### config.mk
export PLATFORM = sky130hd
export DESIGN_NAME = ctrl_param_bank_flat
export DESIGN_NICKNAME = d
export VERILOG_FILES = /design/src/rtl/ctrl_param_bank_if.sv /design/src/rtl/ctrl_param_bank.sv /design/src/flat_wrapper.sv
export SDC_FILE = /design/constraint.sdc
export NUM_CORES = 2
export LEC_CHECK = 0
export CORE_ASPECT_RATIO = 0.8
export CORE_MARGIN = 4
export CORE_UTILIZATION = 61
export DETAILED_ROUTE_END_ITERATION = 7
export PLACE_DENSITY = 0.79
export REMOVE_ABC_BUFFERS = 1
export SETUP_SLACK_MARGIN = 0.05
export SLEW_MARGIN = 20
export SYNTH_ARGS = -nofsm -noshare
export SYNTH_HDL_FRONTEND = slang
export SYNTH_SLANG_ARGS = --single-unit
### constraint.sdc
create_clock -name clk -period 3.2 [get_ports clk]
set_clock_uncertainty 0.2 [all_clocks]
set_input_delay 0.48 -clock clk [delete_from_list [all_inputs] [get_ports clk]]
set_output_delay 0.48 -clock clk [all_outputs]
set_load 0.05 [all_outputs]
### src/rtl/ctrl_param_bank_if.sv
// Host-side register bus of the parameter bank: shadow write/readback plus commit handshake.
// The master modport is the host; the slave modport is the bank.
interface ctrl_param_bank_if #(
   parameter int AW = 8
);
   logic          i_wr_en;
   logic [AW-1:0] i_wr_addr;
   logic [15:0]   i_wr_data;
   logic          i_rd_en;
   logic [AW-1:0] i_rd_addr;
   logic [15:0]   o_rd_data;
   logic          o_rd_valid;
   logic          i_commit;
   logic          o_pending;
   logic          o_commit_done;

   modport master (
      output i_wr_en, i_wr_addr, i_wr_data, i_rd_en, i_rd_addr, i_commit,
      input  o_rd_data, o_rd_valid, o_pending, o_commit_done
   );

   modport slave (
      input  i_wr_en, i_wr_addr, i_wr_data, i_rd_en, i_rd_addr, i_commit,
      output o_rd_data, o_rd_valid, o_pending, o_commit_done
   );
endinterface

### src/rtl/ctrl_param_bank.sv
// Double-buffered sequencer parameter bank: host edits a shadow copy, which is promoted to the
// active copy only at a frame boundary so a frame never mixes old and new settings.
module ctrl_param_bank #(
   parameter int N_CH   = 4,
   parameter int N_SLOT = 4,
   localparam int SW    = $clog2(N_SLOT),
   localparam int CW    = $clog2(N_CH),
   localparam int AW    = CW + SW + 4
) (
   input  logic                 clk,
   input  logic                 rst_n,
   input  logic [SW-1:0]        i_slot,
   input  logic                 i_frame_sync,
   ctrl_param_bank_if.slave     host,
   output logic [15:0]          o_ts_time,
   output logic [N_CH*N_CH-1:0] o_pulse_mask,
   output logic [N_CH*8-1:0]    o_pulse_hit,
   output logic [N_CH*8-1:0]    o_pulse_gnd,
   output logic [N_CH*8-1:0]    o_adc_tick,
   output logic [N_CH*8-1:0]    o_adc_ratio,
   output logic [N_CH*8-1:0]    o_dac_level,
   output logic [N_CH*4-1:0]    o_pulse_count,
   output logic [N_CH*16-1:0]   o_pulse_hush,
   output logic [N_CH*CW-1:0]   o_adc_vchn
);
   localparam int N_E = N_CH * N_SLOT;

   typedef struct packed {
      logic [N_CH-1:0] mask;
      logic [7:0]      hit;
      logic [7:0]      gnd;
      logic [3:0]      count;
      logic [15:0]     hush;
      logic [CW-1:0]   vchn;
      logic [7:0]      tick;
      logic [7:0]      ratio;
      logic [7:0]      dac;
   } entry_t;

   typedef enum logic {IDLE, PEND} state_t;

   function automatic entry_t default_entry(input int ch, input int s);
      entry_t e;
      e.mask  = N_CH'(1) << (s % N_CH);
      e.hit   = 8'd40;
      e.gnd   = 8'd40;
      e.count = 4'd4;
      e.hush  = 16'd1000;
      e.vchn  = CW'(s % N_CH);
      e.tick  = 8'd64;
      e.ratio = 8'd14;
      e.dac   = 8'd120;
      if (ch == N_CH - 1 && s == N_SLOT - 1) begin
         e.hit   = 8'd20;
         e.gnd   = 8'd60;
         e.count = 4'd1;
      end
      return e;
   endfunction

   entry_t      sh_q [N_E];
   entry_t      sh_d [N_E];
   entry_t      act_q [N_E];
   entry_t      act_d [N_E];
   logic [15:0] ts_sh_q [N_SLOT];
   logic [15:0] ts_sh_d [N_SLOT];
   logic [15:0] ts_act_q [N_SLOT];
   logic [15:0] ts_act_d [N_SLOT];
   entry_t      out_q [N_CH];
   entry_t      out_d [N_CH];
   logic [15:0] out_ts_q, out_ts_d;
   state_t      state_q, state_d;
   logic        pending_q, pending_d;
   logic        done_q, done_d;
   logic [15:0] rd_data_q, rd_data_d;
   logic        rd_valid_q, rd_valid_d;
   logic        copy;
   logic [15:0] rd_val;

   // Address layout is {ch, slot, field}; {ch, slot} doubles as the entry index.
   logic [CW-1:0]    wr_ch, rd_ch;
   logic [SW-1:0]    wr_slot, rd_slot;
   logic [3:0]       wr_fld, rd_fld;
   logic [CW+SW-1:0] wr_e, rd_e;
   logic             wr_ok, rd_ok;

   assign wr_ch   = host.i_wr_addr[AW-1 -: CW];
   assign wr_slot = host.i_wr_addr[4 +: SW];
   assign wr_fld  = host.i_wr_addr[3:0];
   assign wr_e    = {wr_ch, wr_slot};
   assign wr_ok   = host.i_wr_en && (int'(wr_ch) < N_CH);
   assign rd_ch   = host.i_rd_addr[AW-1 -: CW];
   assign rd_slot = host.i_rd_addr[4 +: SW];
   assign rd_fld  = host.i_rd_addr[3:0];
   assign rd_e    = {rd_ch, rd_slot};
   assign rd_ok   = int'(rd_ch) < N_CH;

   always_comb begin
      state_d = state_q;
      copy    = 1'b0;
      case (state_q)
         IDLE: begin
            if (host.i_commit) begin
               if (i_frame_sync) copy = 1'b1;
               else              state_d = PEND;
            end
         end
         PEND: begin
            if (i_frame_sync) begin
               copy    = 1'b1;
               state_d = IDLE;
            end
         end
         default: state_d = IDLE;
      endcase
      pending_d = (state_d == PEND);
      done_d    = copy;
   end

   // The copy samples the pre-edge shadow, so a same-cycle host write lands in shadow only.
   always_comb begin
      sh_d     = sh_q;
      ts_sh_d  = ts_sh_q;
      act_d    = copy ? sh_q : act_q;
      ts_act_d = copy ? ts_sh_q : ts_act_q;
      if (wr_ok) begin
         case (wr_fld)
            4'd0: ts_sh_d[wr_slot]  = host.i_wr_data;
            4'd1: sh_d[wr_e].mask  = host.i_wr_data[N_CH-1:0];
            4'd2: sh_d[wr_e].hit   = host.i_wr_data[7:0];
            4'd3: sh_d[wr_e].gnd   = host.i_wr_data[7:0];
            4'd4: sh_d[wr_e].count = host.i_wr_data[3:0];
            4'd5: sh_d[wr_e].hush  = host.i_wr_data;
            4'd6: sh_d[wr_e].vchn  = host.i_wr_data[CW-1:0];
            4'd7: sh_d[wr_e].tick  = host.i_wr_data[7:0];
            4'd8: sh_d[wr_e].ratio = host.i_wr_data[7:0];
            4'd9: sh_d[wr_e].dac   = host.i_wr_data[7:0];
            default: ;
         endcase
      end
   end

   always_comb begin
      rd_val = '0;
      if (rd_ok) begin
         case (rd_fld)
            4'd0: rd_val = ts_sh_q[rd_slot];
            4'd1: rd_val = 16'(sh_q[rd_e].mask);
            4'd2: rd_val = 16'(sh_q[rd_e].hit);
            4'd3: rd_val = 16'(sh_q[rd_e].gnd);
            4'd4: rd_val = 16'(sh_q[rd_e].count);
            4'd5: rd_val = sh_q[rd_e].hush;
            4'd6: rd_val = 16'(sh_q[rd_e].vchn);
            4'd7: rd_val = 16'(sh_q[rd_e].tick);
            4'd8: rd_val = 16'(sh_q[rd_e].ratio);
            4'd9: rd_val = 16'(sh_q[rd_e].dac);
            default: rd_val = '0;
         endcase
      end
      rd_data_d  = host.i_rd_en ? rd_val : rd_data_q;
      rd_valid_d = host.i_rd_en;
   end

   always_comb begin
      for (int k = 0; k < N_CH; k++) out_d[k] = act_q[{CW'(k), i_slot}];
      out_ts_d = ts_act_q[i_slot];
   end

   always_ff @(posedge clk or negedge rst_n) begin
      if (!rst_n) begin
         for (int i = 0; i < N_E; i++) begin
            sh_q[i]  <= default_entry(i / N_SLOT, i % N_SLOT);
            act_q[i] <= default_entry(i / N_SLOT, i % N_SLOT);
         end
         for (int s = 0; s < N_SLOT; s++) begin
            ts_sh_q[s]  <= 16'd3600;
            ts_act_q[s] <= 16'd3600;
         end
         for (int k = 0; k < N_CH; k++) out_q[k] <= default_entry(k, 0);
         out_ts_q   <= 16'd3600;
         state_q    <= IDLE;
         pending_q  <= 1'b0;
         done_q     <= 1'b0;
         rd_data_q  <= '0;
         rd_valid_q <= 1'b0;
      end else begin
         sh_q       <= sh_d;
         act_q      <= act_d;
         ts_sh_q    <= ts_sh_d;
         ts_act_q   <= ts_act_d;
         out_q      <= out_d;
         out_ts_q   <= out_ts_d;
         state_q    <= state_d;
         pending_q  <= pending_d;
         done_q     <= done_d;
         rd_data_q  <= rd_data_d;
         rd_valid_q <= rd_valid_d;
      end
   end

   assign host.o_rd_data     = rd_data_q;
   assign host.o_rd_valid    = rd_valid_q;
   assign host.o_pending     = pending_q;
   assign host.o_commit_done = done_q;
   assign o_ts_time          = out_ts_q;

   for (genvar gi = 0; gi < N_CH; gi++) begin : g_out
      assign o_pulse_mask[gi*N_CH +: N_CH] = out_q[gi].mask;
      assign o_pulse_hit[gi*8 +: 8]        = out_q[gi].hit;
      assign o_pulse_gnd[gi*8 +: 8]        = out_q[gi].gnd;
      assign o_pulse_count[gi*4 +: 4]      = out_q[gi].count;
      assign o_pulse_hush[gi*16 +: 16]     = out_q[gi].hush;
      assign o_adc_vchn[gi*CW +: CW]       = out_q[gi].vchn;
      assign o_adc_tick[gi*8 +: 8]         = out_q[gi].tick;
      assign o_adc_ratio[gi*8 +: 8]        = out_q[gi].ratio;
      assign o_dac_level[gi*8 +: 8]        = out_q[gi].dac;
   end
endmodule

### src/flat_wrapper.sv
// flat-port wrapper written by rule: the top's interface ports become plain ports
module ctrl_param_bank_flat 
#(
   parameter int N_CH   = 4,
   parameter int N_SLOT = 4,
   localparam int SW    = $clog2(N_SLOT),
   localparam int CW    = $clog2(N_CH),
   localparam int AW    = CW + SW + 4
)
  (clk, rst_n, i_slot, i_frame_sync, o_ts_time, o_pulse_mask, o_pulse_hit, o_pulse_gnd, o_adc_tick, o_adc_ratio, o_dac_level, o_pulse_count, o_pulse_hush, o_adc_vchn, host_i_wr_en, host_i_wr_addr, host_i_wr_data, host_i_rd_en, host_i_rd_addr, host_i_commit, host_o_rd_data, host_o_rd_valid, host_o_pending, host_o_commit_done);
  ctrl_param_bank_if #(.AW(AW)) host_i ();
  input  logic clk;
  input  logic rst_n;
  input  logic [SW-1:0] i_slot;
  input  logic i_frame_sync;
  output logic [15:0] o_ts_time;
  output logic [N_CH*N_CH-1:0] o_pulse_mask;
  output logic [N_CH*8-1:0] o_pulse_hit;
  output logic [N_CH*8-1:0] o_pulse_gnd;
  output logic [N_CH*8-1:0] o_adc_tick;
  output logic [N_CH*8-1:0] o_adc_ratio;
  output logic [N_CH*8-1:0] o_dac_level;
  output logic [N_CH*4-1:0] o_pulse_count;
  output logic [N_CH*16-1:0] o_pulse_hush;
  output logic [N_CH*CW-1:0] o_adc_vchn;
  input wire logic [$bits(host_i.i_wr_en)-1:0] host_i_wr_en;
  input wire logic [$bits(host_i.i_wr_addr)-1:0] host_i_wr_addr;
  input wire logic [$bits(host_i.i_wr_data)-1:0] host_i_wr_data;
  input wire logic [$bits(host_i.i_rd_en)-1:0] host_i_rd_en;
  input wire logic [$bits(host_i.i_rd_addr)-1:0] host_i_rd_addr;
  input wire logic [$bits(host_i.i_commit)-1:0] host_i_commit;
  output wire logic [$bits(host_i.o_rd_data)-1:0] host_o_rd_data;
  output wire logic [$bits(host_i.o_rd_valid)-1:0] host_o_rd_valid;
  output wire logic [$bits(host_i.o_pending)-1:0] host_o_pending;
  output wire logic [$bits(host_i.o_commit_done)-1:0] host_o_commit_done;
  assign host_i.i_wr_en = host_i_wr_en;
  assign host_i.i_wr_addr = host_i_wr_addr;
  assign host_i.i_wr_data = host_i_wr_data;
  assign host_i.i_rd_en = host_i_rd_en;
  assign host_i.i_rd_addr = host_i_rd_addr;
  assign host_i.i_commit = host_i_commit;
  assign host_o_rd_data = host_i.o_rd_data;
  assign host_o_rd_valid = host_i.o_rd_valid;
  assign host_o_pending = host_i.o_pending;
  assign host_o_commit_done = host_i.o_commit_done;
  ctrl_param_bank #(.N_CH(N_CH), .N_SLOT(N_SLOT)) u_core (.clk(clk), .rst_n(rst_n), .i_slot(i_slot), .i_frame_sync(i_frame_sync), .host(host_i), .o_ts_time(o_ts_time), .o_pulse_mask(o_pulse_mask), .o_pulse_hit(o_pulse_hit), .o_pulse_gnd(o_pulse_gnd), .o_adc_tick(o_adc_tick), .o_adc_ratio(o_adc_ratio), .o_dac_level(o_dac_level), .o_pulse_count(o_pulse_count), .o_pulse_hush(o_pulse_hush), .o_adc_vchn(o_adc_vchn));
endmodule
==> Word level (Yosys, flattened, before mapping) <==
Index checks and enable logic that the tools add are counted.
{ "classes": {"magnitude_cmp": 11, "n_eq_ne": 18, "mux": 59, "bitwise_logic": 10, "reduce_logical": 7} }
{ "ops": {"columns": ["cell", "n"], "rows": [
  ["1056-bit bitwise mux", 9],
  ["1056-bit case mux with 9 select lines", 1],
  ["66-bit demux with 4-bit select", 9],
  ["66-bit binary-select mux with 4-bit select", 5],
  ["66-bit two-way mux", 11],
  ["16-bit case mux with 10 select lines", 1],
  ["16-bit two-way mux", 6],
  ["16-bit binary-select mux with 2-bit select", 2],
  ["64-bit bitwise mux", 1],
  ["62-bit two-way mux", 1],
  ["54-bit two-way mux", 1],
  ["46-bit two-way mux", 1],
  ["42-bit two-way mux", 1],
  ["16-bit demux with 2-bit select", 1],
  ["4-bit by 3-bit equality test with 1-bit output (second input constant)", 8],
  ["5-bit greater-or-equal comparator (second input constant)", 6],
  ["26-bit two-way mux", 1],
  ["24-bit two-way mux", 1],
  ["4-bit NOT with 5-bit output", 4],
  ["4-bit by 2-bit equality test with 1-bit output (second input constant)", 4],
  ["4-bit equality test (second input constant)", 4],
  ["3-bit greater-or-equal comparator (second input constant)", 3],
  ["2-bit NOT with 3-bit output", 3],
  ["9-bit nonzero test", 1],
  ["other kinds (12)", 20]
]} }
{ "totals": {"ff_bits": 2539, "in_bits": 40} }

==> Depth between registers and ports, before layout <==
{ "logic_depth": {"ltp_word": 7, "mapped_depth": 12, "mapped_depth_nobuf": 6} }

==> Worst setup path before layout <==
OpenSTA, ideal clock, no wires.
{ "synth_timing": {"path_kind": "input-to-reg", "from": "input port host_i_rd_addr[4]", "to": "register u_core.rd_data_q[1] (netlist: u_core.host.o_rd_data[1])", "setup_time_ps": 126, "arrival_ps": 2409, "path_slack_ps": 465, "stages": 8, "path_cell_list": "buf_6 > buf_6 > buf_2 > buf_4 > mux4_2 > o31ai_1 > o22ai_1 > o32a_1"} }
{ "synth_via": {"elab_chain_cells": 5} }
{ "synth_lines": {"columns": ["element", "line", "text"], "rows": [
  ["start: declaration", "flat_wrapper.sv:30", "input wire logic [$bits(host_i.i_rd_addr)-1:0] host_i_rd_addr;"],
  ["4-bit NOT with 5-bit output (not written as such) or 2-bit NOT with 3-bit output (tied branches)", null, null],
  ["66-bit binary-select mux with 4-bit select or 16-bit binary-select mux with 2-bit select (tied branches)", null, null],
  ["66-bit two-way mux (not written as such) or 16-bit two-way mux (tied branches) (2 in a row)", "ctrl_param_bank.sv:148, ctrl_param_bank.sv:147", null],
  ["16-bit case mux with 10 select lines *", "ctrl_param_bank.sv:146", "case (rd_fld)"],
  ["end signal: assignment", "ctrl_param_bank.sv:196", "rd_data_q <= rd_data_d;"],
  ["end: declaration", "ctrl_param_bank.sv:75", "logic [15:0] rd_data_q, rd_data_d;"]
]} }
Mark *: on every way between the ends. The rest lies on a longest branch, timed or not. The select of a mux whose other input is x is not followed.
A chain may end at the register's enable or synchronous reset.

==> Worst setup path after layout <==
{ "layout_timing": {"from": "register u_core.rd_data_q[7] (netlist: u_core.host.o_rd_data[7])", "to": "output port host_o_rd_data[7]"} }
{ "layout_lines": {"columns": ["element", "line", "text"], "rows": [
  ["end: declaration", "flat_wrapper.sv:32", "output wire logic [$bits(host_i.o_rd_data)-1:0] host_o_rd_data;"]
]} }
No word-level cell between the ends.

==> results.md <==
- Rel. slew slack: between 10% and 20%
- Vias: 75.3k
- CTS max path bufs: 3
- Nets: roughly 9.5k
- Fmax: approximately 0.33 GHz
- Total routed wirelength: between 300,000 and 400,000 µm
- Final period utilization: around 93%
- Post-synthesis instance area: about 110,000 µm²
- Top post-synthesis cells by area: dfrtp_1 40%, dfstp_2 19%, nand2_1 12%
- Flops & latches, synth: 2,539
- Root Buffer: clkbuf_16
- Main synth FF type: dfrtp_1
- Post-route setup slack: approximately 210 ps
- Initial core utilization: about three fifths
- Drt pass-1 iters: 6
- Die area: about 180,000 µm²
- Crit path largest cell delay: ~890 ps
- Unrepaired setup endpoints after global routing: false
- GP Congestion: between 0.9 and 1
- Port-buffer cells: between 300 and 400
- CTS tree: yes
- Yosys top cell area share: about two fifths
- Period minus WS final: approximately 3000 ps
- First-pass GRT wire length: 490,000 µm
- Cell accounting for the most synthesized area: dfrtp_1
- Critical Path RT: ~2500 ps
- Boundary pin count: between 300 and 400
- Post-synthesis cell type count: 69
- Post-Route Utilization: between 70% and 80%
- Status: complete, no violations
- CTS sink cnt: between 2k and 3k
- Min Hold Slack: ~69 ps
- CP max-delay cell: clkdlybuf4s50_1
- CP Max Fanout: 3
- Pre-CTS setup slack: -450 ps
- Arrival time worst endpoint: around 2300 ps
- Nature of the critical path endpoint: primary output
- Insertion delay of the later-clocked pin in the worst-skew pair: 900 ps
- DR vias/cell: about 6.3
- Maxcap violations: 0
- Max rail drop VDD: 0.629 mV
- Routed length per instance: 26.9 µm
- Largest net degree at the start of global routing: slightly below 200
- Worst Setup Start Kind: flip-flop
- Num rows: 137
- Number of H-tree levels: 4
- Avg Inst Size Synth: around 12 µm²
- Crit-path cells: clkdlybuf4s50_1
- Initial antenna violation count: 19
- Setup CP Type: reg -> out
- Seq/Total Area, Yosys: roughly 60%
- Most common cell in the netlist: nand2_1
- Die W: about 480 µm
- Final setup vio count: 0
- Worst-margin pin slew: about 1200 ps
- Post-DP HPWL: about 220,000 µm
- PostCTS Resize Cnt: 0
- Synth cell count leaders: 3,575 x nand2_1, 1,747 x dfrtp_1, 983 x mux2_2, 792 x dfstp_2, 535 x mux4_2
- Post-Syn Instances: approximately 8.9k
- Slew Viols, Final: 0
- Synth Warn #: 0
- Pleak: ~60 nW
- Final setup TNS: 0 ps
- Final ANT Viol Nets: 0
- Num CTS Buffers: 231
- Grt total ovfl: 0
- Post-synth EDFFs: 0
- Top Family by Delay on Critical Path: buffers and inverters
- Fin. Hold Viols: 0
- Drt initial violations: around 9k
- Hold Path Class: in -> async
- Number of global-route vias before repair: a little under 80k
- Core area: 175,000 µm²
- Ys async rst share: 100%
- P&R area growth vs syn: 16.8%
- Clock slew at reported path FFs: 60 ps
- Share of layout cells above drive strength 1: 34.3%
- GRT Util Overall: 35.4%
- Crit path buf inv count: 1
- Residual DRC: 0
- Die Ht: just under 400 µm
- PD cells: about 570 nW/µm²
-- state kept, by name, summed over array words and instances, names as in the netlist --
| name | cells |
|---|---|
| u_core.o_pulse_gnd | 32 |
| u_core.o_adc_ratio | 32 |
| u_core.o_pulse_count | 16 |
| u_core.act_q | 1056 |
| u_core.o_dac_level | 32 |
| u_core.host.o_commit_done | 1 |
| u_core.o_adc_vchn | 8 |
| u_core.state_q | 1 |
| u_core.ts_act_q | 64 |
| u_core.o_adc_tick | 32 |
| u_core.o_pulse_hush | 64 |
| u_core.ts_sh_q | 64 |
| u_core.o_pulse_mask | 16 |
| u_core.o_ts_time | 16 |
| u_core.o_pulse_hit | 32 |
| u_core.host.o_rd_valid | 1 |
| u_core.host.o_rd_data | 16 |
| u_core.sh_q | 1056 |
-- cells by family after synthesis --
kind of cell    synth area share, %
compound gates                 2.06
xor+xnor                     0.0162
flops                          59.6
mux                            22.5
simple gates                   13.5
buf+inv                        2.29
-- layer usage --
metal  GRT usage (%)  wire length (µm)
met2            52.8            146000
met5               0                34
met1            48.8            126000
met3            9.70             32900
met4            16.9             17700
-- placed cells by master (no fill, tap or decap), drive strengths merged, types with 5 or more instances in the layout --
cell type      synthesis  final
mux2                 983    983
a21oi                 19     19
a22oi                 20     20
a22o                  79     79
a221oi                13     13
nor4                   6      6
a211oi                12     12
bufinv                 0     15
clkbuf               436    349
dfrtp               1747   1747
nand4                 17     17
mux2i                100    100
o211ai                 8      8
clkinv                 3     65
clkinvlp               0     10
nand3                 22     22
o31ai                  5      5
nand2               3575   3575
a2111oi                5      5
buf                  137    567
and3                   7      7
and2                   9      9
diode                  0     10
dfstp                792    792
nor2b                 11     11
nand2b                 6      6
nor3                  11     11
nor2                 106    106
clkdlybuf4s50          0    323
o2bb2ai                9      9
o21ai                 96     96
inv                    5     11
dlygate4sd3            0      9
mux4                 544    544
a31oi                  5      5
o22ai                 18     18
a221o                  5      5
-- metrics by stage --
step           power (W)  area (µm²)  std cells
6_report          0.0721      126000      12000
4_1_cts           0.0723      126000      11990
3_5_place_dp      0.0437      118000      11539
5_1_grt           0.0744      126000      11993
3_3_place_gp      0.0433      118000      11539
2_1_floorplan     0.0398      106000       8286
-- final cells by class --
type	instances	area (µm²)
multi-input combinational	5739	41300
timing repair buffer	899	9530
inverter	8	38.8
clock buffer	349	6840
antenna	10	25.0
fill	11045	49000
sequential	2539	64500
tap	2363	2960
clock inverter	93	1160
-- report_power, final --
group	leakage, nW	total (W)	switching (W)	internal, W
sequential	32.3	0.0356	0.00124	0.0344
clock	3.92	0.0288	0.0127	0.0161
combinational	24.5	0.00766	0.00480	0.00286
-- final timing paths --
| kind | startpoint | to | slack, ps | cells past startpoint |
|---|---|---|---|---|
| min in group clk | host_i_wr_data[5] | u_core.sh_q[955]$_DFFE_PN1P_ | 80 | 2 |
| max | u_core.host.o_rd_data[7]$_DFFE_PN0P_ | host_o_rd_data[7] | 210 | 1 |
| max reg2reg | u_core.sh_q[68]$_DFFE_PN0P_ | u_core.host.o_rd_data[2]$_DFFE_PN0P_ | 240 | 5 |
| min reg2reg | u_core.sh_q[719]$_DFFE_PN1P_ | u_core.act_q[719]$_DFFE_PN1P_ | 220 | 2 |
| min | rst_n | u_core.act_q[128]$_DFFE_PN0P_ | 70 | 2 |
| max in group asynchronous | rst_n | u_core.act_q[559]$_DFFE_PN1P_ | 1490 | 5 |
-- timing repair --
action / in CTS / in global routing
endpoints found under the hold margin: 881 / 0
buffers inserted: 0 / 0
hold buffers: 9 / 0
(Power assumes the default switching activity.)
